File: src/rtl/var_delay_pkg.sv
// Width helpers for var_delay_line: delay-port and storage-address widths derived from MAX_DELAY.
// Pure elaboration-time functions; no logic, latency or backpressure.
package var_delay_pkg;

  localparam int DEFAULT_N         = 5;
  localparam int DEFAULT_MAX_DELAY = 16;

  function automatic int clog2(input int value);
    int r;
    int v;
    r = 0;
    v = value - 1;
    while (v > 0) begin
      r = r + 1;
      v = v >> 1;
    end
    return r;
  endfunction

  // Width of the delay port: must represent 0..MAX_DELAY and beyond for error detection.
  function automatic int delay_width(input int max_delay);
    return clog2(max_delay + 1);
  endfunction

  function automatic int addr_width(input int max_delay);
    return clog2(max_delay);
  endfunction

endpackage

File: src/rtl/var_delay_line_ram.sv
// MAX_DELAY x N register array, one write port and an asynchronous read port.
// Write lands on the rising edge when we=1; read is combinational; no backpressure.
module var_delay_line_ram #(
  parameter int N     = 5,
  parameter int DEPTH = 16,
  parameter int AW    = 4
) (
  input  logic          clk,
  input  logic          we,
  input  logic [AW-1:0] waddr,
  input  logic [N-1:0]  wdata,
  input  logic [AW-1:0] raddr,
  output logic [N-1:0]  rdata
);

  // Contents are never reset; the fill count in the parent masks stale entries.
  logic [N-1:0] r_mem [DEPTH];

  always_ff @(posedge clk) begin
    if (we) begin
      r_mem[waddr] <= wdata;
    end
  end

  assign rdata = r_mem[raddr];

endmodule

File: src/rtl/var_delay_line.sv
// Runtime-programmable ce-gated delay line (0..MAX_DELAY steps); delay 0 is zero-latency pass-through, else tap is combinational from storage.
// No backpressure: ce alone advances state. Option VAR_DELAY_FLUSH_ON_CHANGE_EN restarts the fill count whenever the clamped delay changes.
module var_delay_line
  import var_delay_pkg::*;
#(
  parameter  int N         = DEFAULT_N,
  parameter  int MAX_DELAY = DEFAULT_MAX_DELAY,
  localparam int DW        = delay_width(MAX_DELAY)
) (
  input  logic          clk,
  input  logic          rst_n,
  input  logic          ce,
  input  logic [N-1:0]  idata,
  input  logic [DW-1:0] delay,
  output logic [N-1:0]  odata,
  output logic          ovalid,
  output logic          delay_err
);

  localparam int              AW    = addr_width(MAX_DELAY);
  localparam logic [DW-1:0]   MAX_D = DW'(MAX_DELAY);
  localparam logic [AW:0]     MAX_A = (AW+1)'(MAX_DELAY);

  logic [AW-1:0] r_wp;
  logic [DW-1:0] r_fill;
  logic [DW-1:0] r_delay_q;
  logic          r_delay_err;

  logic          w_over;
  logic [DW-1:0] w_delay_clamped;
  logic          w_flush;
  logic [AW-1:0] w_wp_next;
  logic [AW:0]   w_diff;
  logic [AW-1:0] w_raddr;
  logic [N-1:0]  w_rdata;
  logic          w_valid;

  assign w_over          = (delay > MAX_D);
  assign w_delay_clamped = w_over ? MAX_D : delay;

`ifdef VAR_DELAY_FLUSH_ON_CHANGE_EN
  assign w_flush = (w_delay_clamped != r_delay_q);
`else
  assign w_flush = 1'b0;
`endif

  assign w_wp_next = (r_wp == AW'(MAX_DELAY - 1)) ? '0 : r_wp + 1'b1;

  // (wp - d) mod MAX_DELAY via wp + MAX_DELAY - d, which stays below 2*MAX_DELAY.
  assign w_diff  = {1'b0, r_wp} + MAX_A - (AW+1)'(r_delay_q);
  assign w_raddr = (w_diff >= MAX_A) ? AW'(w_diff - MAX_A) : AW'(w_diff);

  always_ff @(posedge clk or negedge rst_n) begin
    if (!rst_n) begin
      r_wp        <= '0;
      r_fill      <= '0;
      r_delay_q   <= '0;
      r_delay_err <= 1'b0;
    end else if (ce) begin
      r_wp      <= w_wp_next;
      r_delay_q <= w_delay_clamped;
      if (w_over) begin
        r_delay_err <= 1'b1;
      end
      if (w_flush) begin
        r_fill <= '0;
      end else if (r_fill != MAX_D) begin
        r_fill <= r_fill + 1'b1;
      end
    end
  end

  var_delay_line_ram #(
    .N     (N),
    .DEPTH (MAX_DELAY),
    .AW    (AW)
  ) u_ram (
    .clk   (clk),
    .we    (ce),
    .waddr (r_wp),
    .wdata (idata),
    .raddr (w_raddr),
    .rdata (w_rdata)
  );

  // With d = MAX_DELAY the tap is the slot being overwritten; async read sees the old value.
  assign w_valid   = (r_delay_q == '0) || (r_fill >= r_delay_q);
  assign ovalid    = w_valid;
  assign odata     = (r_delay_q == '0) ? idata : (w_valid ? w_rdata : '0);
  assign delay_err = r_delay_err;

endmodule

File: config.mk
export PLATFORM = sky130hd
export DESIGN_NAME = var_delay_line
export DESIGN_NICKNAME = d
export VERILOG_FILES = /design/src/rtl/var_delay_pkg.sv /design/src/rtl/var_delay_line_ram.sv /design/src/rtl/var_delay_line.sv
export SDC_FILE = /design/constraint.sdc
export NUM_CORES = 1
export LEC_CHECK = 0
export BUFFER_PORTS_ARGS = -buffer_cell sky130_fd_sc_hd__buf_2
export CORE_MARGIN = 10
export CORE_UTILIZATION = 60
export CTS_BUF_LIST = sky130_fd_sc_hd__clkbuf_16
export DETAILED_ROUTE_END_ITERATION = 12
export PLACE_DENSITY_LB_ADDON = 0.1
export SLEW_MARGIN = 10
export SYNTH_ARGS = -nofsm -noshare
export SYNTH_HDL_FRONTEND = slang
export SYNTH_HIERARCHICAL = 1
export SYNTH_SLANG_ARGS = --single-unit
File: constraint.sdc
create_clock -name clk -period 2.99 [get_ports clk]
set_input_delay 0.299 -clock clk [delete_from_list [all_inputs] [get_ports clk]]
set_output_delay 0.299 -clock clk [all_outputs]
set_load 0.01 [all_outputs]
# Word-level counts from Yosys, hierarchy flattened
# Memory sizes are Yosys's and may differ from the RTL's.
# Cells that the tools add are included.
# W data, S select, Z words.
[totals]
reg_bits = 15
latch_bits = 0
ram_bits = 80
mem_bits_ro = 0
in_bits = 13
out_inout_bits = 7
mem_count = 1
[mem_list]
columns = ["name", "depth", "width", "read_ports", "rd_clocked_by_memory_dff", "write_ports", "line", "text"]
rows = [
  ["u_ram.r_mem", 16, 5, 1, 0, 1, "var_delay_line_ram.sv:17", "logic [N-1:0] r_mem [DEPTH];"],
]
[classes]
n_addsub = 5
multipliers = 0
div = 0
order_cmp = 3
eq_ne = 2
n_shift = 0
muxes = 7
n_bitwise = 0
n_reduce_logical = 4
[op_table]
columns = ["cell", "n"]
rows = [
  ["$mux W5", 3],
  ["$mux W4", 2],
  ["$add A4 B5 Y5 const B", 1],
  ["$add A5 B1 Y5 const B", 1],
  ["$ge A5 B5 Y1", 1],
  ["$ge A5 B5 Y1 const B", 1],
  ["$gt A5 B5 Y1 const B", 1],
  ["$logic_not A5 Y1", 1],
  ["$ne A5 B5 Y1 const B", 1],
  ["$sub A5 B5 Y5", 1],
  ["$add A4 B1 Y4 const B", 1],
  ["$eq A4 B4 Y1 const B", 1],
  ["$reduce_and A2 Y1", 2],
  ["$sub A4 B1 Y4 const B", 1],
  ["$mux W1", 2],
  ["$logic_or A1 B1 Y1", 1],
]

# Logic depth before layout (Yosys ltp)
# Gate-level depths: netlist (run 1).
# An unclocked memory read counts as a cell.
[depth]
depth_word = 7
mapped_depth = 11

# Hierarchy
# The synthesis (run 1) kept the hierarchy.
[modules_own_cells]
columns = ["mod", "n_inst", "cells_each", "area_each_um2", "seq_area_each_um2"]
rows = [
  ["var_delay_line_ram", 1, 150, 3113.0, 2402.3],
  ["var_delay_line", 1, 105, 992.2, 375.4],
]

# Worst setup path after synthesis (run 1)
# No wires, ideal clock.
[synth_timing]
path_type = "flip-flop to output port"
startpoint = "register r_wp[0]"
endpoint = "output port odata[0]"
arrival_ns = 2.261
path_slack_ns = 0.430
stages_incl_launch_ff = 10
n_path_buf = 0
path_cell_list = "dfrtp_1 -> inv_1 -> ha_1 -> fa_1 -> xnor2_1 -> nor2b_1 -> a22oi_1 -> nand3_1 -> nand2_1 -> o21ai_1"
[synth_between]
elab_chain_len = 7
[synth_rtl]
columns = ["element", "line", "text"]
rows = [
  ["from (decl)", "var_delay_line.sv:24", "logic [AW-1:0] r_wp;"],
  ["from (signal assigned)", "var_delay_line.sv:60", "r_wp <= w_wp_next;"],
  ["$add A4 B5 Y5 (*)", "var_delay_line.sv:50", "assign w_diff = {1'b0, r_wp} + MAX_A - (AW+1)'(r_delay_q);"],
  ["$sub A5 B5 Y5 (*)", "var_delay_line.sv:50", ""],
  ["named net w_diff[2]", "var_delay_line.sv:33", "logic [AW:0] w_diff;"],
  ["$sub A4 B1 Y4 / $ge A5 B5 Y1 (equally long branches)", "var_delay_line.sv:51", "assign w_raddr = (w_diff >= MAX_A) ? AW'(w_diff - MAX_A) : AW'(w_diff);"],
  ["$mux W4 (*)", "var_delay_line.sv:51", ""],
  ["$mem_v2 Z16 W5 (*)", "--", ""],
  ["named net w_rdata[0]", "var_delay_line.sv:35", "logic [N-1:0] w_rdata;"],
  ["$mux W5 (*) (2 in series)", "var_delay_line.sv:89", "assign odata = (r_delay_q == '0) ? idata : (w_valid ? w_rdata : '0);"],
  ["to (decl)", "var_delay_line.sv:15", "output logic [N-1:0] odata,"],
]
# The timed path passes the listed nets; every way through them passes the cells marked *.

# Final worst setup path (run 1)
[layout_timing]
startpoint = "register r_wp[0]"
endpoint = "output port odata[4]"
# Same word-level chain as after synthesis.

==> flow_metrics.tcl, run 1 <==
set metrics [dict create \
    hold_start "delay[2]" \
    slew_headroom_pct 49.4 \
    powerDensity_nw_per_um2 983 \
    setup_viol 0 \
    fmax_mhz 346 \
    antenna_found_initial 0 \
    final_common_cell "edfxtp_1" \
    hold_class "input port to flop" \
    synth_compound_area_share_pct 5.09 \
    synth_cell_type_count 35 \
    worstSkewPairLatency_ps 330 \
    dp_slack_ps 350 \
    clkSinkCount 95 \
    cts_tree "built" \
    cts_buffer_depth 2 \
    hpwl_um 5240 \
    drv_slew 0 \
    area_delta_synth_final_pct 17.1 \
    ir_drop_uv 627 \
    setup_ws_ps 97.4 \
    path_common_cell "inv_2" \
    synth_top_family_by_area "multiplexers" \
    drtPass1Iterations 4 \
    path_clk_slew_ps 60 \
    gp_congestion 0.812 \
    grt_pass1_wl_um 12400 \
    period_share_pct 96.7 \
    whs_ps 242 \
    synth_seq_area_share_pct 67.7 \
    tightest_slew_ps 754 \
    synth_fa_ha_area_share_pct 3.84 \
    synth-seq-cells 95 \
    path_max_fanout 12 \
    cp_data_required_time_ps 2690 \
    cts_buffers 9 \
    die_w_um 103 \
    synth-edff-count 80 \
    final_hold_viol_count 0 \
    async_flop_share_pct 15.8 \
    most-common-layout-cells "edfxtp_1 (80), nand2_1 (23), mux4_2 (20)" \
    totalWireLength_um 7930 \
    rows 30 \
    fin_crit_ps 2890 \
    io_buffers 19 \
    postSynthAreaPerCell_um2 16.1 \
    cap_violations 0 \
    yosys_warnings 6 \
    p_leak_uw 0.00171 \
    post_drt_wl_per_cell_um 20.9 \
    yosys.area_share.simple_pct 8.41 \
    avgViaCountPerCell 5.95 \
    vias 2262 \
    die_h_um 103 \
    synthesis.area_um2 4110 \
    antennaDiodeCount 0 \
    drtAntennaViolNets 0 \
    status "finished clean" \
    clockRootBuffer "clkbuf_16" \
    max_stage_delay_ps 420 \
    start_util_pct 61.1 \
    remaining_drc_errors 0 \
    clock_skew_ps 7.03 \
    synthCells 255 \
    drive_gt1_share_pct 30.0 \
    synth_nets 280 \
    grt.overflow.total 0 \
    muxShareOfSynthArea_pct 11.2 \
    drt_iter0_drc 128 \
    r2r-start "r_wp[2]$_DFFE_PN0P_" \
    startpoint "r_wp[0]$_DFFE_PN0P_" \
    grt_pass1_vias 2299 \
    ios 20 \
    grt_util_all_layers_pct 16.1 \
    critPathCaptureType "output pin" \
    path_class "flop to output pin" \
    ys.flop_type "edfxtp_1" \
    arrival_ps 2590 \
    htree_levels 3 \
    crit_slowest_cell "fa_1" \
    final_nets 320 \
    path_cells "inv_2 > ha_2 > fa_1 > inv_2 > buf_12 > mux4_2 > a22oi_2 > nand3_1 > nand2_1 > o21ai_1 > buf_2" \
    grt_max_degree 25 \
    die_area_um2 10600 \
    start_kind "flop" \
    core-area_um2 6720 \
    synth_xor_xnor_area_share_pct 1.71 \
]
-- critical path, delay by kind of cell, from the launching register on --
family	cells	cell delay, ps
AO/OA/AOI/OAI	2	280
multiplexers	1	300
adder cells (fa/ha/maj)	2	610
buffers and inverters	4	500
flip-flops	1	390
AND/OR/NAND/NOR	2	170
-- layout make-up --
type                    instances  area [µm²]
repair buffers                 35         258
clock buffers                   9         225
clock inverters                 7        80.1
well taps                      80         100
fillers                       417        1910
multi-input cells             142        1320
inverters                      12        45.0
flip-flops and latches         95        2780
-- state kept, by name, summed over array words and instances (netlist names) --
name and count:
u_ram/r_mem 80, r_delay_q 5, delay_err 1, r_wp 4
r_fill 5
-- Yosys cell counts (2+ instances only) --
library cell | number | share of area, %
a21o_1 | 2 | 0.37
a21oi_1 | 3 | 0.37
a22oi_1 | 5 | 0.91
buf_4 | 2 | 0.37
clkbuf_1 | 2 | 0.18
dfrtp_1 | 15 | 9.1
edfxtp_1 | 80 | 59
ha_1 | 11 | 3.4
inv_1 | 12 | 1.1
mux4_2 | 20 | 11
nand2_1 | 23 | 2.1
nand2b_1 | 2 | 0.30
nand3_1 | 13 | 1.6
nand3b_1 | 6 | 1.1
nand4_1 | 2 | 0.30
nor2_1 | 14 | 1.3
nor2b_1 | 3 | 0.46
nor3_1 | 5 | 0.61
o21ai_0 | 8 | 0.98
o21ai_1 | 5 | 0.61
xnor2_1 | 8 | 1.7
-- metrics by stage --
step	cell area, µm²	total power [µW]	cells	setup TNS, ps	utilization, %
final	4810	4730	380	0	71.6
after global routing	4810	4980	380	-31.0	71.6
after CTS	4650	4400	374	0	69.2
after detailed placement	4330	3240	357	0	64.4
after global placement	4330	3230	357	0	64.4
after floorplan	4110	2790	255	0	-
-- report_power, final --
part	total, µW	internal, µW	leakage (µW)	switching [µW]
combinational	1860	885	0.000658	979
sequential	1720	1590	0.000902	123
clock	1150	658	0.000148	488
total	4720	3140	0.00171	1590
-- metal layers --
metal | global-route usage [%] | vias up | wire, µm
met4 | 5.31 | 0 | 89
met2 | 24.0 | 55 | 3850
met3 | 4.42 | 9 | 393
met1 | 22.5 | 1136 | 3600
li1 | - | 1062 | -
met5 | 0 | - | 0
-- worst paths after layout --
path	to	slack [ps]	cells past startpoint
min in group asynchronous	r_fill[3]$_DFFE_PN0P_	390	2
max in group asynchronous	r_delay_q[0]$_DFFE_PN0P_	2320	2
setup / recovery	odata[4]	100	11
hold / removal	r_delay_q[2]$_DFFE_PN0P_	240	3
hold reg to reg	delay_err$_DFFE_PN0P_	480	1
setup reg to reg	u_ram/r_mem[1][2]$_DFFE_PP_	1190	2
-- logic make-up (layout without fill, tap and decap cells) --
family	Yosys count	in the layout
AOI/OAI and AO/OA	29	29
xor gates and xnor gates	8	8
adders and majority gates	12	12
buffers and inverters	18	63
DFF	95	95
muxes	21	21
and+or+nand+nor	72	72
-- what timing repair did --
action                                 in CTS  in global routing
endpoints found under the hold margin      15                  0
resized for setup                           1                 25
hold buffers                                1                  0
buffers inserted                            0                  6
setup endpoints to repair                   1                  5
pin swaps                                   0                  1
Note: power is estimated with default switching activity, not from simulation.
==> inputs of run 2 (changes only) <==
- CORE_MARGIN: 10 -> not set
- CTS_BUF_LIST: sky130_fd_sc_hd__clkbuf_16 -> not set
==> flow_metrics.tcl, run 2 (same netlist as run 1, synthesis figures left out) <==
set metrics [dict create \
    post_drt_wl_per_cell_um 20.4 \
    arrival_ps 2610 \
    reg_top3 "u_ram/r_mem (80), r_delay_q (5), r_fill (5)" \
    hold_class "input port to flop" \
    die_w_um 84.7 \
    antenna_found_initial 0 \
    setup_ws_ps 79.9 \
    grt_pass1_vias 2274 \
    grt_pass1_wl_um 12000 \
    hold_start "delay[1]" \
    rr_worst_depth 2 \
    drv_slew 0 \
    htree_levels 3 \
    path_max_fanout 8 \
    ios 20 \
    place_area_um2 4330 \
    hpwl_um 5200 \
    path_clk_slew_ps 90 \
    drive_gt1_share_pct 30.5 \
    area_delta_synth_final_pct 15.1 \
    rsz0062_at_grt "yes" \
    clock_skew_ps 7.15 \
    cp_data_required_time_ps 2690 \
    largest_reg_flops 80 \
    status "complete, but fails checks" \
    hold_depth 3 \
    worstSkewPairLatency_ps 360 \
    avgViaCountPerCell 6.13 \
    powerDensity_nw_per_um2 944 \
    drtAntennaViolNets 0 \
    tns_ps 0 \
    antennaDiodeCount 0 \
    dp_slack_ps 235 \
    cap_violations 0 \
    final_hold_viol_count 0 \
    violations "design-rule violations" \
    io_buffers 19 \
    setup_viol 0 \
    ff2ff_setup_slack_ps 1210 \
    ir_drop_uv 464 \
    clockRootBuffer "clkbuf_8" \
    rows 29 \
    grt_util_all_layers_pct 23.4 \
    final_cells 375 \
    remaining_drc_errors 2 \
    clkSinkCount 95 \
    p_leak_uw 0.00166 \
    start_util_pct 63.6 \
    period_share_pct 97.3 \
    whs_ps 187 \
    fin_area_um2 4720 \
    n_fill_cell 419 \
    gp_congestion 0.860 \
    most-common-layout-cells "edfxtp_1 (80), nand2_1 (22), mux4_2 (20)" \
    core-area_um2 6460 \
    dp_cells 353 \
    die_area_um2 7180 \
    tightest_slew_ps 724 \
    totalWireLength_um 7670 \
    die_h_um 84.7 \
    drt_iter0_drc 181 \
    fin_crit_ps 2910 \
    top_register "u_ram/r_mem" \
    r2r-start "r_wp[2]$_DFFE_PN0P_" \
    cts_buffer_depth 2 \
    grt.overflow.total 0 \
    cts_buffers 9 \
    drtPass1Iterations 8 \
    final_nets 318 \
    path_class "flop to output pin" \
    min_to "r_delay_q[1]$_DFFE_PN0P_" \
    grt_max_degree 25 \
    worst_r2r_endpoint "u_ram/r_mem[3][3]$_DFFE_PP_" \
    vias 2300 \
    final_common_cell "edfxtp_1" \
    slew_headroom_pct 51.4 \
    fmax_mhz 344 \
    critPathCaptureType "output pin" \
    start_kind "flop" \
    cts_tree "built" \
]
-- run 2: cell count changes in the layout (fill, tap and decap cells not counted), moves of 2 or more --
| cell | change |
|---|---|
| buf_4 | -2 |
| clkbuf_16 | -9 |
| ha_2 | -2 |
| clkinv_4 | -2 |
| buf_6 | +2 |
| clkbuf_8 | +9 |
-- run 2: metal layers --
metal,GRT usage [%],share of wire [%],up-vias
li1,-,-,1062
met2,35.8,48,85
met4,8.94,2.0,0
met3,5.11,6.0,15
met1,33.4,44,1138
met5,0,0,-
-- run 2: where the power goes --
| part | total, µW | internal (µW) | switching, µW |
|---|---|---|---|
| sequential | 1720 | 1590 | 125 |
| clock | 947 | 484 | 463 |
| combinational | 1790 | 843 | 951 |
-- run 2: metrics by stage --
step	util, %	power (µW)
finish	73.1	4460
global route	73.1	4700
CTS	71.3	4250
detailed placement	67.0	3220
global placement	67.0	3190
floorplan	-	2790
-- run 2: critical path, stage by stage, from the launching register on --
cell and delay, ps:
dfrtp_1 420, inv_2 80, ha_1 280, a21o_1 220, a21oi_4 220, xnor2_4 210, nor2b_4 280, nand2_1 90
nand3_1 70, nand2_1 50, o21ai_1 180, buf_2 170
-- run 2: cell type report --
type                       count  area [µm²]  area share [%]
timing repair buffer          33         230            4.87
clock inverter                 7         104            2.20
multi-input combinational    142        1340            28.5
inverter                      12        45.0           0.954
sequential                    95        2780            58.9
tap                           77        96.3            2.04
clock buffer                   9         124            2.62
-- run 2: how the worst max path moves through the flow --
stage                                         from        to  slack [ps]  depth (start not counted)
after floorplan                r_wp[0]$_DFFE_PN0P_  odata[0]         430                          9
after global placement         r_wp[1]$_DFFE_PN0P_  odata[4]         290                         10
after detailed placement       r_wp[1]$_DFFE_PN0P_  odata[1]         240                         10
after CTS                      r_wp[0]$_DFFE_PN0P_  odata[1]          50                         11
after global routing      r_delay_q[0]$_DFFE_PN0P_  odata[1]         -50                         10
final                     r_delay_q[1]$_DFFE_PN0P_  odata[3]          80                         11
-- run 2: repair_timing --
item	CTS	global route
hold buffers	1	0
pin swaps	0	9
gates resized for setup	9	19
endpoints found under the hold margin	15	0
setup endpoints to repair	5	5
buffers inserted	1	4
